## src/rtl/reorder_buffer_pkg.sv

```systemverilog
// Shared definitions for the reorder buffer.
// Purpose: entry kind encodings, default tag geometry and the reserved
// "no dependency" tag. Imported by reorder_buffer and its testbench.
// Ports: none (package).
package reorder_buffer_pkg;

    localparam int ROB_Q_WIDTH = 4;
    localparam int ROB_N       = (1 << ROB_Q_WIDTH) - 1;
    localparam int TAG_NONE    = 0;

    typedef enum logic [1:0] {
        KIND_REG    = 2'd0,
        KIND_STORE  = 2'd1,
        KIND_BRANCH = 2'd2
    } rob_kind_e;

endpackage

```

## src/rtl/reorder_buffer_ptr_inc.sv

```systemverilog
// Wrap-around pointer incrementer for the reorder buffer.
// Purpose: advance a head/tail pointer through 1..2^W-1. Tag 0 is reserved,
// so the all-ones value wraps back to 1 rather than to 0.
// Ports:
//   ptr_in   - current pointer value (never 0)
//   ptr_next - pointer value after one increment
module rob_ptr_inc #(
    parameter int W = 4
) (
    input  logic [W-1:0] ptr_in,
    output logic [W-1:0] ptr_next
);

    always_comb begin
        if (ptr_in == {W{1'b1}}) begin
            ptr_next = W'(1);
        end else begin
            ptr_next = ptr_in + W'(1);
        end
    end

endmodule

```

## src/rtl/reorder_buffer.sv

```systemverilog
// Circular reorder buffer for the Tomasulo core.
// Purpose: allocates ROB tags at issue, captures ALU/SLBuffer result
// broadcasts, retires entries in program order and raises a one-cycle
// flush on a mispredicted branch at retirement.
// Ports:
//   clk_in, rst_in (async, active-high), rdy_in (global stall, low = freeze)
//   issue_*            - allocation request; issue_tag/ROB_Full report tail/full
//   qry1_*, qry2_*     - combinational operand lookup from registered state
//   update_control ... - ALU result broadcast (value, taken, target pc)
//   has_slb_result ... - SLBuffer result broadcast (value only)
//   commit_*           - registered one-cycle retirement pulse
//   control_hazard, redirect_pc - registered one-cycle flush and refetch pc
module reorder_buffer
    import reorder_buffer_pkg::*;
#(
    parameter int Q_WIDTH        = ROB_Q_WIDTH,
    parameter int REG_ADDR_WIDTH = 5
) (
    input  logic                      clk_in,
    input  logic                      rst_in,
    input  logic                      rdy_in,
    input  logic                      issue_valid,
    input  logic [1:0]                issue_kind,
    input  logic [REG_ADDR_WIDTH-1:0] issue_dest_reg,
    input  logic                      issue_pred_taken,
    output logic [Q_WIDTH-1:0]        issue_tag,
    output logic                      ROB_Full,
    input  logic [Q_WIDTH-1:0]        qry1_tag,
    input  logic [Q_WIDTH-1:0]        qry2_tag,
    output logic                      qry1_ready,
    output logic                      qry2_ready,
    output logic [31:0]               qry1_value,
    output logic [31:0]               qry2_value,
    input  logic                      update_control,
    input  logic [Q_WIDTH-1:0]        target_ROB_pos,
    input  logic [31:0]               V_ex,
    input  logic                      ex_taken,
    input  logic [31:0]               ex_target_pc,
    input  logic                      has_slb_result,
    input  logic [Q_WIDTH-1:0]        slb_target_ROB_pos,
    input  logic [31:0]               V_slb,
    output logic                      commit_valid,
    output logic [Q_WIDTH-1:0]        commit_tag,
    output logic [REG_ADDR_WIDTH-1:0] commit_reg,
    output logic [31:0]               commit_value,
    output logic                      commit_store,
    output logic                      control_hazard,
    output logic [31:0]               redirect_pc
);

    localparam int N     = (1 << Q_WIDTH) - 1;
    localparam int DEPTH = 1 << Q_WIDTH;

    // Entry 0 exists only so tags index the arrays directly; it is never busy.
    logic                      busy_q   [DEPTH];
    logic                      busy_d   [DEPTH];
    logic                      ready_q  [DEPTH];
    logic                      ready_d  [DEPTH];
    rob_kind_e                 kind_q   [DEPTH];
    rob_kind_e                 kind_d   [DEPTH];
    logic [REG_ADDR_WIDTH-1:0] dest_q   [DEPTH];
    logic [REG_ADDR_WIDTH-1:0] dest_d   [DEPTH];
    logic                      pred_q   [DEPTH];
    logic                      pred_d   [DEPTH];
    logic [31:0]               value_q  [DEPTH];
    logic [31:0]               value_d  [DEPTH];
    logic                      taken_q  [DEPTH];
    logic                      taken_d  [DEPTH];
    logic [31:0]               target_q [DEPTH];
    logic [31:0]               target_d [DEPTH];

    logic [Q_WIDTH-1:0] head_q, head_d, head_next;
    logic [Q_WIDTH-1:0] tail_q, tail_d, tail_next;
    logic [Q_WIDTH-1:0] count_q, count_d;

    logic                      commit_valid_q, commit_valid_d;
    logic [Q_WIDTH-1:0]        commit_tag_q, commit_tag_d;
    logic [REG_ADDR_WIDTH-1:0] commit_reg_q, commit_reg_d;
    logic [31:0]               commit_value_q, commit_value_d;
    logic                      commit_store_q, commit_store_d;
    logic                      control_hazard_q, control_hazard_d;
    logic [31:0]               redirect_pc_q, redirect_pc_d;

    logic retire, mispredict, alloc, alu_hit, slb_hit;

    rob_ptr_inc #(.W(Q_WIDTH)) u_head_inc (.ptr_in(head_q), .ptr_next(head_next));
    rob_ptr_inc #(.W(Q_WIDTH)) u_tail_inc (.ptr_in(tail_q), .ptr_next(tail_next));

    assign ROB_Full   = (count_q == Q_WIDTH'(N));
    assign issue_tag  = tail_q;
    assign qry1_ready = busy_q[qry1_tag] && ready_q[qry1_tag];
    assign qry2_ready = busy_q[qry2_tag] && ready_q[qry2_tag];
    assign qry1_value = value_q[qry1_tag];
    assign qry2_value = value_q[qry2_tag];

    assign commit_valid   = commit_valid_q;
    assign commit_tag     = commit_tag_q;
    assign commit_reg     = commit_reg_q;
    assign commit_value   = commit_value_q;
    assign commit_store   = commit_store_q;
    assign control_hazard = control_hazard_q;
    assign redirect_pc    = redirect_pc_q;

    // The flush pulse doubles as "this is the flush cycle": issue and both
    // broadcasts are suppressed while it is high.
    assign retire     = busy_q[head_q] && ready_q[head_q];
    assign mispredict = retire && (kind_q[head_q] == KIND_BRANCH) &&
                        (taken_q[head_q] != pred_q[head_q]);
    assign alloc      = issue_valid && !ROB_Full && !control_hazard_q;
    assign alu_hit    = update_control && !control_hazard_q &&
                        (target_ROB_pos != Q_WIDTH'(TAG_NONE)) && busy_q[target_ROB_pos];
    assign slb_hit    = has_slb_result && !control_hazard_q &&
                        (slb_target_ROB_pos != Q_WIDTH'(TAG_NONE)) && busy_q[slb_target_ROB_pos];

    // Entry and pointer next state. Busy checks use pre-edge state, so a
    // broadcast never hits the entry being allocated in the same cycle.
    // SLBuffer capture is applied after the ALU so it wins on a shared tag.
    always_comb begin
        busy_d   = busy_q;
        ready_d  = ready_q;
        kind_d   = kind_q;
        dest_d   = dest_q;
        pred_d   = pred_q;
        value_d  = value_q;
        taken_d  = taken_q;
        target_d = target_q;
        head_d   = head_q;
        tail_d   = tail_q;
        count_d  = count_q;

        if (alu_hit) begin
            ready_d[target_ROB_pos]  = 1'b1;
            value_d[target_ROB_pos]  = V_ex;
            taken_d[target_ROB_pos]  = ex_taken;
            target_d[target_ROB_pos] = ex_target_pc;
        end
        if (slb_hit) begin
            ready_d[slb_target_ROB_pos] = 1'b1;
            value_d[slb_target_ROB_pos] = V_slb;
        end

        if (alloc) begin
            busy_d[tail_q]   = 1'b1;
            ready_d[tail_q]  = 1'b0;
            kind_d[tail_q]   = rob_kind_e'(issue_kind);
            dest_d[tail_q]   = issue_dest_reg;
            pred_d[tail_q]   = issue_pred_taken;
            value_d[tail_q]  = 32'd0;
            taken_d[tail_q]  = 1'b0;
            target_d[tail_q] = 32'd0;
            tail_d           = tail_next;
        end

        if (retire) begin
            busy_d[head_q]   = 1'b0;
            ready_d[head_q]  = 1'b0;
            value_d[head_q]  = 32'd0;
            taken_d[head_q]  = 1'b0;
            target_d[head_q] = 32'd0;
            head_d           = head_next;
        end

        if (alloc && !retire) begin
            count_d = count_q + Q_WIDTH'(1);
        end else if (!alloc && retire) begin
            count_d = count_q - Q_WIDTH'(1);
        end

        // A mispredict discards everything, including a same-cycle allocation.
        if (mispredict) begin
            for (int i = 0; i < DEPTH; i++) begin
                busy_d[i]  = 1'b0;
                ready_d[i] = 1'b0;
            end
            head_d  = Q_WIDTH'(1);
            tail_d  = Q_WIDTH'(1);
            count_d = '0;
        end
    end

    // Retirement outputs are zero after any stalled or idle edge.
    always_comb begin
        commit_valid_d   = 1'b0;
        commit_tag_d     = '0;
        commit_reg_d     = '0;
        commit_value_d   = 32'd0;
        commit_store_d   = 1'b0;
        control_hazard_d = 1'b0;
        redirect_pc_d    = 32'd0;
        if (rdy_in && retire) begin
            commit_valid_d = 1'b1;
            commit_tag_d   = head_q;
            commit_reg_d   = (kind_q[head_q] == KIND_REG) ? dest_q[head_q] : '0;
            commit_value_d = value_q[head_q];
            commit_store_d = (kind_q[head_q] == KIND_STORE);
            if (mispredict) begin
                control_hazard_d = 1'b1;
                // For branches the value field carries the fall-through pc.
                redirect_pc_d    = taken_q[head_q] ? target_q[head_q] : value_q[head_q];
            end
        end
    end

    always_ff @(posedge clk_in or posedge rst_in) begin
        if (rst_in) begin
            for (int i = 0; i < DEPTH; i++) begin
                busy_q[i]   <= 1'b0;
                ready_q[i]  <= 1'b0;
                kind_q[i]   <= KIND_REG;
                dest_q[i]   <= '0;
                pred_q[i]   <= 1'b0;
                value_q[i]  <= 32'd0;
                taken_q[i]  <= 1'b0;
                target_q[i] <= 32'd0;
            end
            head_q  <= Q_WIDTH'(1);
            tail_q  <= Q_WIDTH'(1);
            count_q <= '0;
        end else if (rdy_in) begin
            busy_q   <= busy_d;
            ready_q  <= ready_d;
            kind_q   <= kind_d;
            dest_q   <= dest_d;
            pred_q   <= pred_d;
            value_q  <= value_d;
            taken_q  <= taken_d;
            target_q <= target_d;
            head_q   <= head_d;
            tail_q   <= tail_d;
            count_q  <= count_d;
        end
    end

    always_ff @(posedge clk_in or posedge rst_in) begin
        if (rst_in) begin
            commit_valid_q   <= 1'b0;
            commit_tag_q     <= '0;
            commit_reg_q     <= '0;
            commit_value_q   <= 32'd0;
            commit_store_q   <= 1'b0;
            control_hazard_q <= 1'b0;
            redirect_pc_q    <= 32'd0;
        end else begin
            commit_valid_q   <= commit_valid_d;
            commit_tag_q     <= commit_tag_d;
            commit_reg_q     <= commit_reg_d;
            commit_value_q   <= commit_value_d;
            commit_store_q   <= commit_store_d;
            control_hazard_q <= control_hazard_d;
            redirect_pc_q    <= redirect_pc_d;
        end
    end

endmodule

```

## config.mk

```make
export PLATFORM = sky130hd
export DESIGN_NAME = reorder_buffer
export DESIGN_NICKNAME = d
export VERILOG_FILES = /design/src/rtl/reorder_buffer_pkg.sv /design/src/rtl/reorder_buffer_ptr_inc.sv /design/src/rtl/reorder_buffer.sv
export SDC_FILE = /design/constraint.sdc
export NUM_CORES = 2
export LEC_CHECK = 0
export CAP_MARGIN = 10
export CORE_MARGIN = 5
export CORE_UTILIZATION = 62
export DETAILED_ROUTE_END_ITERATION = 12
export PLACE_DENSITY_LB_ADDON = 0.2
export SYNTH_ARGS = -nofsm -noshare
export SYNTH_HDL_FRONTEND = slang
export SYNTH_SLANG_ARGS = --single-unit
export TNS_END_PERCENT = 1
```

## constraint.sdc

```tcl
create_clock -name clk_in -period 51.5 [get_ports clk_in]
set_clock_uncertainty 0.2 [all_clocks]
set_input_delay 5.15 -clock clk_in [delete_from_list [all_inputs] [get_ports clk_in]]
set_output_delay 5.15 -clock clk_in [all_outputs]
set_load 0.01 [all_outputs]
```

==> reports/qor.yml <==
outcome: "completed"
cts_num_sinks: 1288
final-hold-violation-count: 0
ant_nets: 0
routed_wl_microns: 262000
r2r_start: "head_q[0]$_DFFE_PP1P_"
leakage_nw: 36.1
synth_fp_nets: 6313
synth.top_cell.area_share: 0.431
cpMaxStageDelayCell: "buf_4"
post-route-util: 0.690
postCtsResizedCells: 0
area_delta_synth_final_pct: 10.7
synth_fa_ha_area_frac: 0.00195
pwr-share-clk: 0.267
synth.distinct_cells: 75
synth-compound-area-share: 0.173
avgSynthCellArea_sq_um: 12.1
total_power_w: 0.00398
viasPerCell: 7.82
worstHoldPathType: "reg -> reg"
drive_gt1_frac: 0.206
drt_iter0_markers: 9075
core_sq_um: 120000
die_area_sq_um: 127000
synth_ff_type: "dfrtp_1"
slowest_delay_ns: 0.83
path_delay_family: "buffers and inverters"
path_max_fanout: 78
arrival_ns: 8.50
synth.area.mux_share: 0.284
routedWlPerCell_microns: 34.0
dieWidth_microns: 357
crit_buf_inv: 3
holdCritStartpoint: "target_q[324]$_DFFE_PP0P_"
synth-edff-count: 0
pin_count: 274
setup_viol: 0
cts_hold_buf: 0
switchingPower_w: 0.00141
nNetsFinal: 6108
grt_pass1_wl_microns: 391000
synth_seq_cells: 1288
end_kind: "primary output"
clk_pin_slew_ns: 0.06
vdd_drop_max_mv: 0.0395
sw_frac_of_total: 0.354
grt_max_degree: 184
clockBufferDepth: 3
fin_crit_ns: 13.85
vias: 60311
row_count: 127
yosysSeqAreaShare: 0.432
grt_antenna_before_repair: 25
htree_levels: 4
cts_tree: "yes"
cts-root-buf: "clkbuf_16"
r2r_cells: 8
relSlewSlack: 0.188
whs_endpoint: "target_q[324]$_DFFE_PP0P_"
reg_top3: "target_q (512), value_q (512), dest_q (80)"
crit_chain: "clkbuf_8 -> buf_4 -> mux4_2 -> mux4_2 -> clkdlybuf4s50_1"
powerDensity_nw_per_um2: 48.2
synth_xor_area_frac: 0.000352
fin_setup_tns_ns: 0
synth_top_cell_by_area: "dfrtp_1"
synth_cells: 6175
comb_power_share: 0.341
initial_core_util: 0.623
slew_violations: 0
finalCritPeriodShare: 0.269
n_fill_cell: 8412
post_cts_buffers: 0
remaining_drc_errors: 0
grt.overflow.total: 0
synthSimpleGateAreaFrac: 0.0624
portBuffers: 273
rsz0062_at_grt: "false"
track_usage: 0.411
cp_data_required_time_ns: 46.15
firstDrtPassIters: 7
synth_area_sq_um: 74600
path_class: "in -> out"
synthArstFlopShare: 1.00
clk_latency_ns: 0.80
hpwl_microns: 141000
r2r-end: "target_q[493]$_DFFE_PP0P_"
synth.area.top_cells: "dfrtp_1 (43%), mux4_2 (21%), mux2i_1 (5.6%), a22o_1 (3.9%), a2111oi_0 (3.4%)"
first_global_vias: 59945
rrSetupSlack_ns: 45.69
whs_path_depth: 2
routabilityCongestion: 0.902
synth_top_family_by_area: "multiplexers"
worst_pin_slew_ns: 1.22
cp_common_cell: "mux4_2"
drv_cap: 0
internal-power_w: 0.00257
cts_buffers: 144
fmax_mhz: 72.2
die_y_microns: 357
p_seq_frac: 0.392
yosysWarningCount: 0
critPathLaunchType: "input pin"
==> layout by cell type, fill, tap and decap left out, types with 107 or more instances in the layout <==
cell type and n:
mux4_2 683, a2111oi_0 288, dfrtp_1 1283, mux2i_1 416
o21ai_0 276, mux2_2 128, a21oi_1 175, a22o_1 332
o2bb2ai_1 128, buf_4 107, nand2_1 417, clkbuf_16 147
clkdlybuf4s50_1 264, a21o_1 301, nor2_1 426
==> worst reg2reg max path: cells and delay by family (launching register included) <==
| family | cells | cell delay (ns) |
|---|---|---|
| buffers and inverters | 3 | 2.05 |
| AOI/OAI and AO/OA | 3 | 1.34 |
| DFF | 1 | 1.18 |
| muxes | 1 | 0.68 |
| and+or+nand+nor | 1 | 0.30 |
==> worst max-delay path by stage <==
stage	from	end	depth (start not counted)
3_3_place_gp	qry1_tag[0]	qry1_value[25]	5
6_report	qry1_tag[0]	qry1_value[25]	5
3_5_place_dp	qry2_tag[0]	qry2_value[25]	5
5_1_grt	qry1_tag[0]	qry1_value[26]	5
2_1_floorplan	rst_in	busy_q[0]$_DFFE_PP0P_	1
4_1_cts	qry2_tag[0]	qry2_value[25]	5
==> kinds of logic after synthesis <==
family / after synthesis
xor gates and xnor gates: 3
AOI/OAI and AO/OA: 1732
muxes: 1235
buffers and inverters: 824
DFF: 1288
adders and majority gates: 11
and+or+nand+nor: 1082
==> routing by layer <==
layer / wire (microns) / global-route usage / part of all wire / vias up
li1: - / - / - / 23584
met1: 93300 / 0.550 / 0.36 / 30871
met4: 18400 / 0.245 / 0.070 / 8
met3: 36800 / 0.144 / 0.14 / 1017
met2: 113000 / 0.586 / 0.43 / 4831
met5: 81 / 0.00226 / 0.00031 / -
==> cell usage after synthesis, types with 17 or more instances <==
master     count
nand3_1       42
mux2_2       128
buf_1         64
a2111oi_0    288
clkbuf_1     525
buf_2        125
and2_1        71
a21o_1       302
o2111ai_1     64
o2bb2ai_1    128
nor2_1       428
dfrtp_1     1286
a31oi_1       23
o21ai_0      276
mux4_2       683
a22o_1       335
o21ai_1       17
mux2i_1      416
inv_1         89
o211ai_1      70
nand2_1      423
and3_1        61
a21oi_1      176
==> layout make-up <==
type / instances / area [sq um] / share of cell area
Timing Repair Buffer: 383 / 3620 / 0.0439
Multi-Input combinational cell: 4063 / 39400 / 0.478
Antenna cell: 20 / 50.0 / 0.000606
Clock inverter: 44 / 546 / 0.00661
Sequential cell: 1288 / 32200 / 0.391
Tap cell: 1612 / 2020 / 0.0244
Inverter: 90 / 353 / 0.00427
Clock buffer: 213 / 4290 / 0.0519
==> stage by stage <==
stage / setup slack [ns] / instances / hold slack (ns) / instance area [sq um]
floorplan: 9.85 / 6175 / 0.242 / 74600
global placement: 37.72 / 7436 / 0.255 / 77700
detailed placement: 37.61 / 7436 / 0.265 / 77700
CTS: 37.61 / 7693 / 0.279 / 82500
global route: 37.44 / 7705 / 0.296 / 82500
finish: 37.65 / 7713 / 0.276 / 82500
==> power by group through the flow <==
stage | Combinational [W] | Clock, W | Sequential (W)
6_report | 0.00136 | 0.00106 | 0.00156
5_1_grt | 0.00144 | 0.00111 | 0.00158
4_1_cts | 0.00134 | 0.00107 | 0.00154
3_5_place_dp | 0.00134 | 0 | 0.00155
3_3_place_gp | 0.00129 | 0 | 0.00153
2_1_floorplan | 0.00102 | 0 | 0.00143
Power figures use the tool's default switching activity.
